==> src/rtl/instr_encode_writer.sv <==
// RV32I instruction encoder and sequential instruction-memory writer.
// Boot/test loader: one-hot type flags plus fields in, encoded words out.
module instr_encode_writer #(
    parameter int ADDR_W    = 8,
    parameter int BASE_ADDR = 0
) (
    input  logic              clk,
    input  logic              rst,
    input  logic              in_valid,
    output logic              in_ready,
    input  logic              r,
    input  logic              load,
    input  logic              store,
    input  logic              branch,
    input  logic              itype,
    input  logic              jalr,
    input  logic              jal,
    input  logic              lui,
    input  logic              auipc,
    input  logic [4:0]        rd,
    input  logic [4:0]        rs1,
    input  logic [4:0]        rs2,
    input  logic [2:0]        funct3,
    input  logic [6:0]        funct7,
    input  logic [31:0]       imm,
    output logic              mem_we,
    output logic [ADDR_W-1:0] mem_addr,
    output logic [31:0]       mem_wdata,
    output logic [ADDR_W:0]   count,
    output logic              full,
    output logic              err
);

    typedef enum logic {
        S_IDLE,
        S_WRITE
    } state_t;

    localparam logic [ADDR_W-1:0] LP_BASE = ADDR_W'(BASE_ADDR);

    state_t            r_state;
    logic              r_we;
    logic [31:0]       r_wdata;
    logic [ADDR_W-1:0] r_addr;
    logic [ADDR_W:0]   r_count;
    logic              r_err;

    logic [8:0]        w_flags;
    logic              w_onehot;
    logic              w_full;
    logic              w_xfer;
    logic              w_shift;
    logic [31:0]       w_word;

    assign w_flags  = {r, load, store, branch, itype, jalr, jal, lui, auipc};
    assign w_onehot = $onehot(w_flags);
    // count never exceeds 2**ADDR_W, so its top bit is the full flag
    assign w_full   = r_count[ADDR_W];
    assign w_xfer   = in_valid & in_ready;
    assign w_shift  = (funct3 == 3'b001) | (funct3 == 3'b101);

    assign in_ready  = (r_state == S_IDLE) & ~w_full & ~rst;
    // a reset arriving during WRITE drops the pending write
    assign mem_we    = r_we & ~rst;
    assign mem_addr  = r_addr;
    assign mem_wdata = r_wdata;
    assign count     = r_count;
    assign full      = w_full;
    assign err       = r_err;

    // Build the 32-bit word for whichever single type flag is set
    always_comb begin
        w_word = 32'h0;
        case (1'b1)
            r: w_word = {funct7, rs2, rs1, funct3, rd, 7'b0110011};
            itype: begin
                if (w_shift)
                    w_word = {funct7, imm[4:0], rs1, funct3, rd, 7'b0010011};
                else
                    w_word = {imm[11:0], rs1, funct3, rd, 7'b0010011};
            end
            load: w_word = {imm[11:0], rs1, funct3, rd, 7'b0000011};
            jalr: w_word = {imm[11:0], rs1, 3'b000, rd, 7'b1100111};
            store: w_word = {imm[11:5], rs2, rs1, funct3, imm[4:0],
                             7'b0100011};
            branch: w_word = {imm[12], imm[10:5], rs2, rs1, funct3,
                              imm[4:1], imm[11], 7'b1100011};
            lui: w_word = {imm[31:12], rd, 7'b0110111};
            auipc: w_word = {imm[31:12], rd, 7'b0010111};
            jal: w_word = {imm[20], imm[10:1], imm[11], imm[19:12], rd,
                           7'b1101111};
            default: w_word = 32'h0;
        endcase
    end

    // Loader FSM: accept in IDLE, strobe one write in WRITE, then advance
    always_ff @(posedge clk) begin
        if (rst) begin
            r_state <= S_IDLE;
            r_we    <= 1'b0;
            r_wdata <= 32'h0;
            r_addr  <= LP_BASE;
            r_count <= '0;
            r_err   <= 1'b0;
        end else begin
            case (r_state)
                S_IDLE: begin
                    if (w_xfer) begin
                        if (w_onehot) begin
                            r_wdata <= w_word;
                            r_we    <= 1'b1;
                            r_state <= S_WRITE;
                        end else begin
                            r_err <= 1'b1;
                        end
                    end
                end
                S_WRITE: begin
                    r_we    <= 1'b0;
                    r_addr  <= r_addr + 1'b1;
                    r_count <= r_count + 1'b1;
                    r_state <= S_IDLE;
                end
                default: r_state <= S_IDLE;
            endcase
        end
    end

endmodule

==> config.mk <==
export PLATFORM = sky130hd
export DESIGN_NAME = instr_encode_writer
export DESIGN_NICKNAME = d
export VERILOG_FILES = /design/src/rtl/instr_encode_writer.sv
export SDC_FILE = /design/constraint.sdc
export NUM_CORES = 1
export LEC_CHECK = 0
export ABC_AREA = 1
export CORE_UTILIZATION = 30
export CTS_BUF_LIST = sky130_fd_sc_hd__clkbuf_4 sky130_fd_sc_hd__clkbuf_8
export CTS_CLUSTER_DIAMETER = 50
export DETAILED_ROUTE_END_ITERATION = 16
export PLACE_DENSITY = 0.68
export SLEW_MARGIN = 40
export SYNTH_ARGS = -nofsm -noshare
export SYNTH_HDL_FRONTEND = slang
export SYNTH_SLANG_ARGS = --single-unit
==> constraint.sdc <==
create_clock -name clk -period 5.2 [get_ports clk]
set_input_delay 1.56 -clock clk [delete_from_list [all_inputs] [get_ports clk]]
set_output_delay 1.56 -clock clk [all_outputs]
set_load 0.02 [all_outputs]
# Yosys cells after proc, flatten, opt, wreduce, memory -nomap -nowiden
# Cells that the tools add are included.
# word_totals
regBits	52
out_inout_bits	53
elab_cells	49
# classes
n_addsub	10
eq_ne	5
mux	16
bitwise_logic	9
n_reduce_logical	3
# op_table
op	n
two-way mux 32 bit	10
adder 9 x 1 -> 9 bit, second input constant	1
adder 1 x 1 -> 2 bit	4
adder 8 x 1 -> 8 bit, second input constant	1
adder 2 x 2 -> 3 bit	2
AND reduction 3 bit	2
adder 3 x 3 -> 4 bit	1
adder 4 x 1 -> 4 bit	1
bitwise AND 1 bit	4
== test 4 x 1 -> 1 bit, second input constant	1
two-way mux 1 bit	4
!= test 2 bit, second input constant	2
inverter 1 bit	4
case mux 1 bit (2 select lines)	2
== test 3 x 1 -> 1 bit, second input constant	1
== test 3 bit, second input constant	1
AND reduction 2 bit	1
bitwise OR 1 bit	1

# Depth between registers and ports, before layout
# Gate-level depths: netlist of run 1.
# depth
ltp_word	9
mapped_depth	15

# Least setup slack after synthesis of run 1
# No wires, ideal clock.
# synth_path
path_type	input -> register
start	input r
end	register r_wdata[20], in the netlist mem_wdata[20]
arrival_ns	4.724
slack_ns	0.406
path_stages	13
path_cell_list	inv_2 -> fa_1 -> fa_1 -> fa_1 -> fa_1 -> fa_1 -> inv_1 -> nor3_1 -> nand3_2 -> buf_2 -> nor2_1 -> nand2_1 -> a21oi_1
# synth_via
elab_chain_cells	3
elab_cells_between_ends	4
classes_between	add/sub (1); eq/ne (1); mux (1); reduce/logical (1)
# synth_lines
element	line	text
from (decl)	11	input logic r,
adder 4 x 1 -> 4 bit (not written as such)	56	assign w_onehot = $onehot(w_flags);
== test 4 x 1 -> 1 bit	56	
AND reduction 3 bit (no line)	-	
to (signal assigned)	110	r_wdata <= w_word;
to (decl)	43	logic [31:0] r_wdata;
# Several ways; a longest one is shown, not always the timed one.
# A chain may end at the register's enable or synchronous reset.

# Worst setup path in the final report of run 1
# layout_path
start	input r
end	register r_wdata[8], in the netlist mem_wdata[8]
# Same word-level chain as after synthesis.

==> results.sh, run 1 <==
export IMPL_syn_inst=399
export IMPL_critical_path_max_fanout=35
export IMPL_crit_top_cell="fa_1"
export IMPL_tightest_slew_ns=0.456
export IMPL_ys_ff_latch=51
export IMPL_grt_pass1_wl_mm=14.3
export IMPL_grt_pass1_vias=3000
export IMPL_row_count=34
export IMPL_fill_cells=899
export IMPL_cts_clk_slew_worst_paths_ns=0.11
export IMPL_clock_latency_ns=0.31
export IMPL_power_density_nw_per_um2=244
export IMPL_layout_drive_gt1_share_pct=8.14
export IMPL_hold_ws_ns=0.475
export IMPL_pin_count=122
export IMPL_path_cells="clkdlybuf4s50_1 > inv_2 > fa_1 > fa_1 > fa_1 > fa_2 > fa_1 > inv_1 > nor3_2 > nand3_2 > clkinv_2 > buf_12 > o21ai_1 > a21oi_1"
export IMPL_antenna_left=0
export IMPL_fp_coreArea_sq_um=8810
export IMPL_synth_cell_types=30
export IMPL_drt_iter0_drc=79
export IMPL_worstPathRequired_ns=5.44
export IMPL_cpMaxStageDelayCell="fa_1"
export IMPL_grt_max_degree=38
export IMPL_fin_util_pct=48.5
export IMPL_first_pass_iters=10
export IMPL_status="finished, violations left"
export IMPL_critPathKind="in2reg"
export IMPL_synth_edf_count=0
export IMPL_die_w_microns=98.0
export IMPL_drc=6
export IMPL_instances_no_fill=636
export IMPL_synth_common_cells="75 x nand2_1, 55 x a21oi_1, 51 x dfxtp_1"
export IMPL_syn_area_sq_um=2770
export IMPL_synth_top_flop_cell="dfxtp_1"
export IMPL_vias=3088
export IMPL_syn_to_final_growth_pct=54.3
export IMPL_cts_resized=0
export IMPL_routed_wl_mm=8.64
export IMPL_cp_start_kind="primary input"
export IMPL_cts_max_level=2
export IMPL_syn_area_per_cell_sq_um=6.93
export IMPL_multiInputGateArea_sq_um=1500
export IMPL_synth_yosys_warnings=0
export IMPL_synth_top_area_cell="dfxtp_1"
export IMPL_drv_slew=0
export IMPL_report_final_hold_viol_count=0
export IMPL_rsz0062_at_grt="no"
export IMPL_fin_crit_sh_pct=96.7
export IMPL_postCtsSetupBuffers=0
export IMPL_irDropWorstVdd_mv=0.123
export IMPL_initial_core_util_pct=31.4
export IMPL_cts_tree="yes"
export IMPL_setup_viol=0
export IMPL_nets=605
export IMPL_p_total_mw=1.04
export IMPL_arrival_ns=5.27
export IMPL_avgRoutedWirePerCell_microns=13.6
export IMPL_place_congestion=0.844
export IMPL_fmax_mhz=199
export IMPL_die_area_sq_um=9610
export IMPL_io_buffers=121
export IMPL_synth_top_cell_area_share_pct=36.9
export IMPL_hold_class="reg2reg"
export IMPL_cts_buffers_inserted=5
export IMPL_postSynthNetCount=477
export IMPL_finClkSkew_ns=0.00945
export IMPL_synth_area_top_cells="dfxtp_1 37%, nand2_1 10%, a21oi_1 10%, nor2_1 6.2%, inv_1 5.2%"
export IMPL_n_antenna_cell=0
export IMPL_grt_antenna_before_repair=0
export IMPL_root_buffer="clkbuf_8"
export IMPL_regArea_sq_um=1020
export IMPL_cts_max_path_buffers=2
export IMPL_timing_slew_headroom_pct=69.6
export IMPL_ys_seq_area_share_pct=36.9
export IMPL_ctsHoldBuffers=0
export IMPL_maxCapViolations=0
export IMPL_yosysMostFrequentCell="nand2_1"
export IMPL_vias_per_cell=4.86
export IMPL_cts_sinks=51
export IMPL_grtUsageTotal_pct=18.3
export IMPL_p_leak_nw=1.74
export IMPL_grt_ovfl_total=0
export IMPL_slowest_delay_ns=0.56
export IMPL_fin_crit_ns=5.03
export IMPL_endpoint_kind="flip-flop"
export IMPL_async_reset_ff_share_pct=0
export IMPL_violations="design-rule violations"
export IMPL_hpwl_mm=6.85
export IMPL_die_h_microns=98.0
export IMPL_placed_cells=628
## cells by family (layout without fill, tap and decap cells)
family          after synthesis  count (layout)  synth area share [%]
flops                        51              51                  36.9
compound gates              117             117                  22.4
fa+ha+maj                     9               9                  5.43
xor+xnor                      1               1                 0.317
simple gates                162             162                  25.6
buf+inv                      59             188                  9.32
## worst max-delay path: cells and delay by family
family                     cells  cell delay [ns]
buffers and inverters          5             0.85
and+or+nand+nor                2             0.32
AOI/OAI and AO/OA              2             0.21
adders and majority gates      5             2.31
## registers in the layout (all words and copies together), names as in the netlist
signal,flops
mem_wdata,31
count,9
mem_addr,8
err,1
r_state,1
r_we,1
## placed cells by master (no fill, tap or decap), types with 2 or more instances in the layout
master           instances
dfxtp_1                 51
a21oi_1                 55
buf_4                   13
inv_2                    6
clkdlybuf4s50_1        121
nor3_2                   2
nor2_4                   3
a32oi_1                  4
clkbuf_8                 5
inv_1                   38
nand3_1                 17
clkinv_2                 2
nand2_1                 75
o211ai_1                 2
o21ai_0                 27
a22oi_1                  5
ha_1                     4
fa_1                     4
nor2_1                  46
o21ai_1                 23
nand4_1                  2
nor2_2                   4
nor3_1                   7
nand2_2                  2
## cell type report
| class | instances | share of cell area [%] |
|---|---|---|
| clock buffers | 5 | 1.61 |
| repair buffers | 135 | 31.1 |
| inverters | 45 | 3.99 |
| clock inverters | 3 | 1.03 |
| multi-input cells | 289 | 35.2 |
| flip-flops and latches | 51 | 23.9 |
| well taps | 108 | 3.17 |
## routing by layer
layer	part of all wire [%]	GRT usage [%]	vias up
li1	-	-	1577
met1	46	23.9	1389
met2	46	30.9	118
met3	7.8	4.15	4
met4	0.58	3.38	0
met5	0	0	-
## where the power goes
part / leakage (nW) / internal, mW / switching, mW
clock network: 0.0581 / 0.144 / 0.143
logic: 1.27 / 0.155 / 0.159
registers: 0.412 / 0.419 / 0.0197
## path summary, 6_finish.rpt
path,slack (ns),end,from,depth (start not counted)
setup / recovery,0.17,mem_wdata[8],r,14
hold / removal,0.47,mem_wdata[27],mem_wdata[27],2
setup reg to reg,3.56,mem_wdata[29],r_state,8
hold reg to reg,0.47,mem_wdata[27],mem_wdata[27],2
## metrics by stage
step                      setup TNS [ns]  instance area [sq um]  setup WS [ns]
final                                  0                   4270          0.169
after global placement             -5.95                   4140         -0.225
after floorplan                        0                   2770          0.406
after CTS                              0                   4260         0.0266
after detailed placement           -9.19                   4140         -0.310
after global routing                   0                   4270         0.0105
Note: power is estimated with default switching activity, not from simulation.
==> run 2, diff against run 1 <==
--- a/config.mk
+++ b/config.mk
@@ -5,7 +5,7 @@
 export SDC_FILE = /design/constraint.sdc
 export NUM_CORES = 1
 export LEC_CHECK = 0
-export ABC_AREA = 1
+export CORE_ASPECT_RATIO = 2
 export CORE_UTILIZATION = 30
 export CTS_BUF_LIST = sky130_fd_sc_hd__clkbuf_4 sky130_fd_sc_hd__clkbuf_8
 export CTS_CLUSTER_DIAMETER = 50
==> run 2 against run 1 <==
Compared with the run above: the flow now finishes without violations; hold slack got worse by 0.020 ns; critical path depth decreased by 1; final cell count is 11% lower; worst setup slack lost 0.058 ns; total power is 2.1% lower; global-route usage increased by 2.3 points; clock power shrank 1%; final area rose by 3.5%; area after synthesis shrank 2.7%; fmax fell by 1.1%; critical path type unchanged.
==> results.sh, run 2 <==
export IMPL_synth_compound_area_share_pct=21.5
export IMPL_synth_area_top_cells="dfxtp_1 38%, nor2_1 5.9%, nor3_1 4.3%, a221oi_1 4.2%, o21ai_0 3.9%"
export IMPL_grt_pass1_vias=2964
export IMPL_async_reset_ff_share_pct=0
export IMPL_initial_core_util_pct=31.1
export IMPL_syn_to_final_growth_pct=64.1
export IMPL_fin_crit_sh_pct=97.9
export IMPL_fmax_mhz=197
export IMPL_clock_latency_ns=0.30
export IMPL_first_pass_iters=4
export IMPL_cts_max_path_buffers=2
export IMPL_endpoint="mem_wdata[9]"
export IMPL_postSynthNetCount=412
export IMPL_p_leak_nw=1.60
export IMPL_synth_top_cell_area_share_pct=37.9
export IMPL_placed_cell_area_sq_um=4080
export IMPL_critical_path_max_fanout=7
export IMPL_yosysMostFrequentCell="dfxtp_1"
export IMPL_pin_count=122
export IMPL_yosys_area_share_adder_pct=5.58
export IMPL_crit_top_cell="fa_1"
export IMPL_slowest_delay_ns=0.56
export IMPL_syn_inst=334
export IMPL_ys_seq_area_share_pct=37.9
export IMPL_arrival_ns=5.27
export IMPL_cpMaxStageDelayCell="fa_1"
export IMPL_final_cell_mix="117 x clkdlybuf4s50_1, 51 x dfxtp_1, 42 x nor2_1"
export IMPL_drt_iter0_drc=113
export IMPL_rsz0062_at_grt="no"
export IMPL_synth_top_flop_cell="dfxtp_1"
export IMPL_synth_common_cells="51 x dfxtp_1, 42 x nor2_1, 25 x nand2_1"
export IMPL_io_buffers=121
export IMPL_rr_worst_depth=7
export IMPL_endpoint_kind="flip-flop"
export IMPL_place_congestion=0.916
export IMPL_n_antenna_cell=0
export IMPL_cp_start_kind="primary input"
export IMPL_synth_top_family_by_area="simple AND/OR/NAND/NOR gates"
export IMPL_cts_max_level=2
export IMPL_timing_rr_start="r_state"
export IMPL_synth_edf_count=0
export IMPL_drv_slew=0
export IMPL_rrSetupSlack_ns=3.06
export IMPL_antenna_left=0
export IMPL_vias=3011
export IMPL_synth_area_mux_share_pct=1.95
export IMPL_status="complete, no violations"
export IMPL_hpwl_mm=7.49
export IMPL_grt_pass1_wl_mm=14.2
export IMPL_die_h_microns=136
export IMPL_grt_ovfl_total=0
export IMPL_synth_top_area_cell="dfxtp_1"
export IMPL_synth_simple_gate_area_share_pct=23.5
export IMPL_setup_viol=0
export IMPL_cts_buffers_inserted=5
export IMPL_maxCapViolations=0
export IMPL_power_density_nw_per_um2=230
export IMPL_finClkSkew_ns=0.00338
export IMPL_layout_drive_gt1_share_pct=12.6
export IMPL_report_final_hold_viol_count=0
export IMPL_hold_ws_ns=0.455
export IMPL_fin_crit_ns=5.09
export IMPL_die_area_sq_um=9380
export IMPL_cts_clk_slew_worst_paths_ns=0.09
export IMPL_routed_wl_mm=9.40
export IMPL_avgRoutedWirePerCell_microns=16.6
export IMPL_ctsHoldBuffers=0
export IMPL_critPathKind="in2reg"
export IMPL_grt_max_degree=51
export IMPL_syn_area_sq_um=2690
export IMPL_synth_cell_types=46
export IMPL_grtUsageTotal_pct=20.6
export IMPL_layout_commonest_cell="clkdlybuf4s50_1"
export IMPL_row_count=48
export IMPL_timing_slew_headroom_pct=34.6
export IMPL_r2r_end="mem_wdata[9]"
export IMPL_p_total_mw=1.02
export IMPL_vias_per_cell=5.31
export IMPL_synth_xor_area_share_pct=3.58
export IMPL_cts_sinks=51
export IMPL_drc=0
export IMPL_grt_antenna_before_repair=0
export IMPL_die_w_microns=69.0
export IMPL_hold_class="reg2reg"
export IMPL_worstPathRequired_ns=5.38
export IMPL_path_cells="clkdlybuf4s15_2 > inv_1 > fa_1 > fa_1 > fa_1 > fa_2 > fa_1 > nand2b_1 > or3_4 > buf_12 > buf_16 > a221oi_4 > nor3_1"
export IMPL_nets=544
export IMPL_tightest_slew_ns=0.970
export IMPL_fp_coreArea_sq_um=8650
export IMPL_synth_yosys_warnings=0
export IMPL_cp_startpoint="branch"
export IMPL_cts_tree="yes"
export IMPL_largest_reg_flops=31
export IMPL_irDropWorstVdd_mv=0.107
export IMPL_root_buffer="clkbuf_8"
export IMPL_syn_area_per_cell_sq_um=8.06
export IMPL_final_area_sq_um=4420
export IMPL_ys_ff_latch=51
==> run 2: worst min-delay path by stage <==
stage,slack [ns],startpoint,endpoint,depth (start not counted)
final,0.45,mem_wdata[3],mem_wdata[3],2
after global routing,0.50,mem_wdata[21],mem_wdata[21],2
after CTS,0.46,mem_wdata[21],mem_wdata[21],2
after detailed placement,0.45,mem_wdata[21],mem_wdata[21],2
after global placement,0.45,mem_wdata[21],mem_wdata[21],2
after floorplan,0.46,r_we,r_we,2
==> run 2: per-layer routing <==
layer / up-vias / global-route usage (%) / wire (microns)
li1: 1457 / - / -
met3: 25 / 2.52 / 488
met1: 1401 / 21.3 / 3360
met4: 0 / 11.6 / 424
met5: - / 0 / 0
met2: 128 / 37.5 / 5130
==> run 2: power by group <==
| group | total [mW] | internal (mW) | switching [mW] | leakage [nW] |
|---|---|---|---|---|
| clock | 0.283 | 0.156 | 0.127 | 0.0612 |
| sequential | 0.427 | 0.411 | 0.0160 | 0.412 |
| combinational | 0.308 | 0.163 | 0.146 | 1.12 |
| total | 1.02 | 0.730 | 0.289 | 1.60 |
==> run 2: through the flow <==
stage / TNS (ns) / cells / util (%) / setup WS, ns
after floorplan: -0.00233 / 334 / - / -0.00233
after global placement: -11.68 / 550 / 47.2 / -0.457
after detailed placement: -14.37 / 550 / 47.2 / -0.542
after CTS: 0 / 567 / 50.9 / 0.000756
after global routing: 0 / 567 / 51.1 / 0.0141
final: 0 / 567 / 51.1 / 0.112
==> run 2: timing repair <==
item                       4_1_cts  5_1_grt
pin swaps                        7        4
setup endpoints to repair       31       21
resized for setup               30        1
buffers inserted                 8        0
cloned                           1        0
==> run 2: logic make-up (layout without fill, tap and decap cells) <==
logic type / Yosys count / after routing
adders and majority gates: 9 / 9
xor gates and xnor gates: 11 / 11
AOI/OAI and AO/OA: 85 / 85
muxes: 5 / 5
and+or+nand+nor: 134 / 134
buffers and inverters: 39 / 172
DFF: 51 / 51
==> run 2: area by class of cell <==
type	count	area, sq um
Multi-Input combinational cell	244	1600
Fill cell	859	4230
Sequential cell	51	1020
Inverter	16	65.1
Clock buffer	6	82.6
Timing Repair Buffer	148	1490
Tap cell	100	125
Clock inverter	2	35.0
==> run 2: critical path: cells and delay by family <==
kind	cells	cell delay [ns]
AOI/OAI and AO/OA	1	0.20
buffers and inverters	4	0.53
adders and majority gates	5	2.37
and+or+nand+nor	3	0.59
